File: src/rtl/jk_latch_driver.sv
// jk_latch_driver: sequences setup / Enable pulse / hold on a bank of gated JK latches.
// Latency: accept-to-Done = SETUP_CYC+PULSE_CYC+HOLD_CYC+1 cycles; a clear takes PULSE_CYC+1.
// Backpressure: Req_ready is high only in IDLE/FIN. Optional macro JK_LATCH_DRIVER_SKIP_EN skips no-change requests.
module jk_latch_driver #(
  parameter int WIDTH     = 8,
  parameter int SETUP_CYC = 1,
  parameter int PULSE_CYC = 2,
  parameter int HOLD_CYC  = 1
) (
  input  logic             Clk,
  input  logic             Reset,
  input  logic             Req_valid,
  output logic             Req_ready,
  input  logic [WIDTH-1:0] Req_data,
  input  logic             Req_clear,
  output logic [WIDTH-1:0] J,
  output logic [WIDTH-1:0] K,
  output logic             Enable,
  output logic             Clear,
  output logic [WIDTH-1:0] Shadow,
  output logic             Done
);

  // Phase counters load (length-1) and advance the FSM when they reach zero.
  localparam int CNT_W = 16;
  localparam logic [CNT_W-1:0] SETUP_LD = CNT_W'(SETUP_CYC - 1);
  localparam logic [CNT_W-1:0] PULSE_LD = CNT_W'(PULSE_CYC - 1);
  localparam logic [CNT_W-1:0] HOLD_LD  = CNT_W'(HOLD_CYC - 1);

  typedef enum logic [2:0] {
    ST_IDLE  = 3'd0,
    ST_SETUP = 3'd1,
    ST_PULSE = 3'd2,
    ST_HOLD  = 3'd3,
    ST_CLR   = 3'd4,
    ST_FIN   = 3'd5
  } state_t;

  state_t           state_q;
  logic [CNT_W-1:0] cnt_q;
  logic [WIDTH-1:0] t_q;
  logic [WIDTH-1:0] j_q;
  logic [WIDTH-1:0] k_q;
  logic             en_q;
  logic             clr_n_q;
  logic [WIDTH-1:0] shadow_q;
  logic             ready_q;
  logic             done_q;

  // Excitation derived from the incoming target against the current shadow.
  // J and K are disjoint by construction, so J=K=1 can never reach the bank.
  logic             accept_d;
  logic [WIDTH-1:0] j_d;
  logic [WIDTH-1:0] k_d;
  logic             skip_d;

  // Acceptance and excitation for a request presented this cycle.
  always_comb begin
    accept_d = Req_valid & ready_q;
    j_d      = Req_data & ~shadow_q;
    k_d      = ~Req_data & shadow_q;
`ifdef JK_LATCH_DRIVER_SKIP_EN
    skip_d   = ~Req_clear & (Req_data == shadow_q);
`else
    skip_d   = 1'b0;
`endif
  end

  // Sequencer FSM with all outputs registered.
  always_ff @(posedge Clk) begin
    if (Reset) begin
      state_q  <= ST_IDLE;
      cnt_q    <= '0;
      t_q      <= '0;
      j_q      <= '0;
      k_q      <= '0;
      en_q     <= 1'b0;
      clr_n_q  <= 1'b0;
      shadow_q <= '0;
      ready_q  <= 1'b0;
      done_q   <= 1'b0;
    end else begin
      done_q <= 1'b0;
      case (state_q)
        // FIN behaves like IDLE for acceptance so back-to-back requests
        // lose no cycle.
        ST_IDLE, ST_FIN: begin
          j_q     <= '0;
          k_q     <= '0;
          en_q    <= 1'b0;
          clr_n_q <= 1'b1;
          if (accept_d) begin
            ready_q <= 1'b0;
            if (Req_clear) begin
              state_q <= ST_CLR;
              clr_n_q <= 1'b0;
              cnt_q   <= PULSE_LD;
            end else if (skip_d) begin
              // Target already matches the bank: complete without a pulse.
              state_q <= ST_FIN;
              t_q     <= Req_data;
              done_q  <= 1'b1;
              ready_q <= 1'b1;
            end else begin
              state_q <= ST_SETUP;
              t_q     <= Req_data;
              j_q     <= j_d;
              k_q     <= k_d;
              cnt_q   <= SETUP_LD;
            end
          end else begin
            state_q <= ST_IDLE;
            ready_q <= 1'b1;
          end
        end

        ST_SETUP: begin
          if (cnt_q == '0) begin
            state_q <= ST_PULSE;
            en_q    <= 1'b1;
            cnt_q   <= PULSE_LD;
          end else begin
            cnt_q <= cnt_q - 1'b1;
          end
        end

        ST_PULSE: begin
          if (cnt_q == '0) begin
            state_q <= ST_HOLD;
            en_q    <= 1'b0;
            cnt_q   <= HOLD_LD;
          end else begin
            cnt_q <= cnt_q - 1'b1;
          end
        end

        ST_HOLD: begin
          if (cnt_q == '0) begin
            // Bank now holds the target; drop excitation and record it.
            state_q  <= ST_FIN;
            j_q      <= '0;
            k_q      <= '0;
            shadow_q <= t_q;
            done_q   <= 1'b1;
            ready_q  <= 1'b1;
          end else begin
            cnt_q <= cnt_q - 1'b1;
          end
        end

        ST_CLR: begin
          if (cnt_q == '0) begin
            state_q  <= ST_FIN;
            clr_n_q  <= 1'b1;
            shadow_q <= '0;
            done_q   <= 1'b1;
            ready_q  <= 1'b1;
          end else begin
            cnt_q <= cnt_q - 1'b1;
          end
        end

        default: begin
          state_q <= ST_IDLE;
          j_q     <= '0;
          k_q     <= '0;
          en_q    <= 1'b0;
          clr_n_q <= 1'b1;
          ready_q <= 1'b0;
        end
      endcase
    end
  end

  assign Req_ready = ready_q;
  assign J         = j_q;
  assign K         = k_q;
  assign Enable    = en_q;
  assign Clear     = clr_n_q;
  assign Shadow    = shadow_q;
  assign Done      = done_q;

endmodule

File: config.mk
export PLATFORM = sky130hd
export DESIGN_NAME = jk_latch_driver
export DESIGN_NICKNAME = d
export VERILOG_FILES = /design/src/rtl/jk_latch_driver.sv
export SDC_FILE = /design/constraint.sdc
export NUM_CORES = 1
export LEC_CHECK = 0
export CAP_MARGIN = 25
export CORE_MARGIN = 2
export CORE_UTILIZATION = 56
export CTS_BUF_LIST = sky130_fd_sc_hd__clkbuf_2 sky130_fd_sc_hd__clkbuf_4 sky130_fd_sc_hd__clkbuf_8
export CTS_CLUSTER_SIZE = 20
export DETAILED_ROUTE_END_ITERATION = 8
export MAX_ROUTING_LAYER = met4
export PLACE_DENSITY = 0.89
export SLEW_MARGIN = 30
export SYNTH_ARGS = -nofsm -noshare
export SYNTH_HDL_FRONTEND = slang
export SYNTH_SLANG_ARGS = --single-unit
File: constraint.sdc
create_clock -name Clk -period 2.3 [get_ports Clk]
set_input_delay 0.46 -clock Clk [delete_from_list [all_inputs] [get_ports Clk]]
set_output_delay 0.46 -clock Clk [all_outputs]
set_load 0.01 [all_outputs]
# Word-level counts from Yosys, hierarchy flattened
# Index checks and enable logic that the tools add are counted.
dict set report totals {
  ff_bits 55
  wordCells 81
}
dict set report op_classes {
  add_sub_neg 1
  n_eq_ne 12
  mux 30
  bitwise 10
  n_reduce_logical 18
}
# operator count
set op_table {}
lappend op_table {{two-way mux 16 bit} 4}
lappend op_table {{one-hot mux 16 bit (4 select lines)} 1}
lappend op_table {{two-way mux 8 bit} 6}
lappend op_table {{one-hot mux 8 bit (3 select lines)} 2}
lappend op_table {{AND 8 bit} 2}
lappend op_table {{zero test 16 bit} 1}
lappend op_table {{NOT 8 bit} 2}
lappend op_table {{one-hot mux 8 bit (2 select lines)} 1}
lappend op_table {{subtractor 16 x 1 -> 16 bit (second input constant)} 1}
lappend op_table {{two-way mux 3 bit} 5}
lappend op_table {{AND reduction 3 bit} 5}
lappend op_table {{!= test 2 bit (second input constant)} 6}
lappend op_table {{one-hot mux 3 bit (4 select lines)} 1}
lappend op_table {{one-hot mux 1 bit (3 select lines)} 3}
lappend op_table {{OR reduction 2 bit} 4}
lappend op_table {{two-way mux 1 bit} 7}
lappend op_table {{equality test 3 x 2 -> 1 bit (second input constant)} 2}
lappend op_table {{equality test 3 bit (second input constant)} 2}
lappend op_table {{AND reduction 2 bit} 3}
lappend op_table {{OR reduction 3 bit} 2}
lappend op_table {{NOT 1 bit} 5}
lappend op_table {{nonzero test 4 bit} 1}
lappend op_table {{equality test 3 x 1 -> 1 bit (second input constant)} 1}
lappend op_table {{zero test 3 bit} 1}
lappend op_table {{other kinds (3)} 3}

# Logic depth before layout (Yosys ltp)
dict set report logic_depth {
  depth_word 5
  mapped_depth 8
}

# Worst setup path after synthesis
# No wires, ideal clock.
dict set report synth_timing {
  path_type {reg-to-reg}
  from {register cnt_q[0]}
  to {register j_q[6], in the netlist J[6]}
  setup_time_ns 0.071
  arrival_ns 1.886
  required_ns 2.229
  path_slack_ns 0.343
  stages_incl_launch_ff 9
  n_path_buf 1
  period_less_slack_ns 1.957
  path_cell_list {dfxtp_1 inv_1 ha_1 nor3b_2 and4_1 a21oi_1 clkbuf_1 o211ai_1 a21oi_1}
}
dict set report synth_between {
  elab_chain_cells 3
}
# item line_no
set synth_rtl {}
lappend synth_rtl {{from (decl)} 40} ;# logic [CNT_W-1:0] cnt_q;
lappend synth_rtl {{from (signal assigned)} 123} ;# cnt_q <= cnt_q - 1'b1;
lappend synth_rtl {{from (signal assigned)} 133} ;# cnt_q <= cnt_q - 1'b1;
lappend synth_rtl {{from (signal assigned)} 147} ;# cnt_q <= cnt_q - 1'b1;
lappend synth_rtl {{zero test 16 bit} 138} ;# if (cnt_q == '0) begin
lappend synth_rtl {{!= test 2 bit (no line)} -}
lappend synth_rtl {{AND reduction 2 bit (no line)} -}
lappend synth_rtl {{to (signal assigned)} 107} ;# j_q <= j_d;
lappend synth_rtl {{to (decl)} 42} ;# logic [WIDTH-1:0] j_q;
# No other way between the ends.
# A chain may end at the register's enable or synchronous reset.

# Final worst setup path
dict set report layout_timing {
  from {register cnt_q[1]}
  to {register cnt_q[13]}
}
dict set report layout_between {
  elab_chain_cells 3
  elab_cells_between_ends 8
  cone_classes {add/sub: 1; eq/ne: 1; mux: 4; reduce/logical: 2}
}
# item line_no
set layout_rtl {}
lappend layout_rtl {{subtractor 16 x 1 -> 16 bit / zero test 16 bit (equally long branches)} -}
lappend layout_rtl {{two-way mux 16 bit (tied with other cells)} {138, 152}}
lappend layout_rtl {{one-hot mux 16 bit (4 select lines) / AND reduction 3 bit (equally long branches)} -}
# Several ways; a longest one is shown, not always the timed one. The select of a mux whose other input is x is not followed.

==> results.yml <==
outcome:
  outcome: "finished, final reports clean"
setup_path:
  crit_slowest_cell: "or4_1"
  r2r-end: "cnt_q[13]$_SDFFE_PP0P_"
  worstPathMaxFanout: 13
  critPathKind: "flip-flop to flip-flop"
  worst_path_dominant_cell_family: "simple AND/OR/NAND/NOR gates"
  endpoint_kind: "flip-flop"
  timing.critical_path.buf_inv: 2
  rrSetupSlack_ns: 0.20
  cp_num_cells: 8
  cp.arrival_ns: 2.35
  crit_chain: "inv_1 -> ha_1 -> nor3b_2 -> nand4_1 -> buf_4 -> o2111ai_1 -> or4_1 -> a21oi_1"
  cp-startpoint: "cnt_q[1]$_SDFFE_PP0P_"
  worstSetupEndpoint: "cnt_q[13]$_SDFFE_PP0P_"
  start_kind: "flip-flop"
  critPathMaxStageDelay_ns: 0.44
  critPathRequiredTime_ns: 2.55
  worst_r2r_path_depth: 8
  timing.rr.start: "cnt_q[1]$_SDFFE_PP0P_"
synthesis:
  synthAdderAreaFrac_pct: 0.462
  synth-simple-area-share_pct: 23.9
  synth_warnings: 0
  synth_top_family_by_area: "simple AND/OR/NAND/NOR gates"
  synth_edf_count: 0
  yosysMostFrequentCell: "dfxtp_1"
  synth_flop_cell: "dfxtp_1"
  synth_top_area_share_pct: 40.6
  syn-cell-area_sq_um: 2710
  synth_compound_area_share_pct: 23.4
  yosysTopAreaCell: "dfxtp_1"
  synthCells: 305
  avgSynthCellArea_sq_um: 8.88
  ys_ff_latch: 55
  synthDistinctLibCells: 59
  synth_async_sr_flop_share_pct: 0
  synth_area_leaders: "dfxtp_1 41%, o211ai_1 6.4%, a21oi_1 6.3%, nand3b_1 4.7%, nor2_1 3.9%"
  synthMuxAreaShare_pct: 3.33
  yosysSeqAreaShare_pct: 40.6
  synthXorXnorAreaFrac_pct: 3.23
  synth.net_count: 318
  yosys-top-cells-count: "55 x dfxtp_1, 34 x a21oi_1, 28 x nor2_1, 23 x o211ai_1, 20 x nand2_1"
floorplanning:
  initial_core_util_pct: 57.7
  die_width_um: 73.6
  io_pins: 40
  core_area_sq_um: 4690
  die_area_sq_um: 5410
  rows: 25
  die_h_um: 73.6
timing:
  finalHoldViolations: 0
  rsz0062_at_grt: "false"
  finClkSkew_ns: 0.00907
  setup_viol: 0
  hold_slack_ns: 0.469
  worst-slew-pin-transition_ns: 0.569
  period_share_pct: 91.3
  slew_violations: 0
  fin_ws_ns: 0.200
  tns_ns: 0
  slew_headroom_pct: 61.1
  min_period_ns: 2.10
  fmax_mhz: 476
clocking:
  cts_max_path_buffers: 2
  htree_levels: 2
  cts-root-buf: "clkbuf_8"
  ctsHoldBuffers: 0
  tritoncts: "yes"
  clock_sinks: 55
  clock_latency_ns: 0.31
  cts_buffers: 5
  cts.clk_slew.worst_paths_ns: 0.10
global_routing:
  grt_max_degree: 34
  grt_pass1_wl_um: 10300
  grt_pass1_vias: 2201
  grt_antenna_before_repair: 0
  grt_overflow: 0
  track_usage_pct: 25.2
placed_design:
  detailed_place_hpwl_um: 4430
  portBuffers: 39
  place_ws_ns: 0.0171
  placed_area_sq_um: 3220
  gp_congestion: 0.915
finish:
  regArea_sq_um: 1100
  multi_input_area_sq_um: 1490
  design_area_sq_um: 3320
  finalNetCount: 361
  syn2layout_area_growth_pct: 22.7
  fillCellCount: 347
  drive_above_1_share_pct: 12.0
  diodes: 0
job:
  drv_cap: 0
power:
  pwr_density_cell_nw_per_um2: 1390
  p_leak_nw: 1.11
  ir_worst_vdd_v: 0.000868
route:
  antenna_left: 0
  drt_iter0_drc: 209
  viasPerCell: 6.12
  drt-total-wl_um: 6330
  num_vias: 2467
  dr.pass1.iters: 4
  routedWlPerCell_um: 15.7
  remaining_drc_errors: 0
worst_hold_path:
  hp-start: "t_q[5]$_SDFFE_PP0P_"
  hp-class: "flip-flop to flip-flop"
## kinds of logic after synthesis
| group | after synthesis |
|---|---|
| muxes | 9 |
| buffers and inverters | 28 |
| DFF | 55 |
| adders and majority gates | 1 |
| xor gates and xnor gates | 10 |
| AOI/OAI and AO/OA | 91 |
| and+or+nand+nor | 111 |
## power breakdown
| part | switching [W] | total, W | internal [W] |
|---|---|---|---|
| Sequential | 0.000184 | 0.00131 | 0.00112 |
| Clock | 0.000322 | 0.000568 | 0.000246 |
| Combinational | 0.00162 | 0.00274 | 0.00112 |
| Total | 0.00213 | 0.00462 | 0.00249 |
## through the flow
stage,cells,util [%],power [W]
after global routing,403,70.8,0.00493
after global placement,395,68.6,0.00390
after detailed placement,395,68.6,0.00397
after CTS,403,70.7,0.00455
final,403,70.8,0.00462
after floorplan,305,-,0.00327
## cell type report
class / instances / share of cell area (%)
timing repair buffer: 58 / 16.4
inverter: 6 / 0.678
multi-input combinational: 222 / 44.8
tap: 54 / 2.03
clock inverter: 2 / 0.489
sequential: 55 / 33.1
clock buffer: 6 / 2.48
## how the worst min path moves through the flow
| stage | end | cells after the start | slack (ns) |
|---|---|---|---|
| 2_1_floorplan | Shadow[0]$_SDFFE_PP0P_ | 2 | 0.45 |
| 3_3_place_gp | Shadow[5]$_SDFFE_PP0P_ | 2 | 0.45 |
| 3_5_place_dp | Shadow[5]$_SDFFE_PP0P_ | 2 | 0.46 |
| 4_1_cts | Shadow[5]$_SDFFE_PP0P_ | 2 | 0.47 |
| 5_1_grt | Shadow[1]$_SDFFE_PP0P_ | 2 | 0.48 |
| 6_report | Shadow[5]$_SDFFE_PP0P_ | 2 | 0.47 |
## layer usage
layer / vias to the layer above / GRT usage (%) / part of all wire [%]
met5: - / - / 0
met4: 0 / 9.90 / 1.5
met3: 9 / 5.08 / 4.9
met2: 67 / 38.2 / 48
met1: 1177 / 33.0 / 46
li1: 1214 / - / -
## cell usage in the layout (no fill, tap or decap), drive strengths merged, types with 2 or more instances in the layout
cell	n
nor2b	2
nor2	29
a31oi	3
inv	6
and2	2
nor3b	2
dfxtp	55
clkbuf	6
buf	19
nand3b	17
nor4	5
nor3	4
a21oi	34
nand2b	2
or4	7
o2111ai	2
clkdlybuf4s50	39
o211ai	23
nand2	20
xor2	6
or3	3
xnor2	4
a2111oi	4
a21boi	2
o21ai	8
nand3	12
nand4	2
o31ai	5
mux2i	9
## worst reg2reg max path, cell delays in order, from the launching register on
cell and delay (ns):
dfxtp_1 0.42, inv_1 0.07, ha_1 0.20, nor3b_2 0.19, nand4_1 0.17, buf_4 0.23, o2111ai_1 0.18, or4_1 0.44
a21oi_1 0.15
## what timing repair did
| action | in CTS | in global routing |
|---|---|---|
| endpoints found under the hold margin | 0 | 0 |
| resized for setup | 0 | 1 |
| setup buffers | 0 | 0 |
| endpoints found under the setup margin | 0 | 10 |
## sequential cells by signal, indices dropped and copies added (netlist names)
register   count
state_q        3
Req_ready      1
t_q            8
K              8
J              8
Clear          1
Shadow         8
cnt_q         16
Enable         1
Done           1
Note: power is estimated with default switching activity, not from simulation.
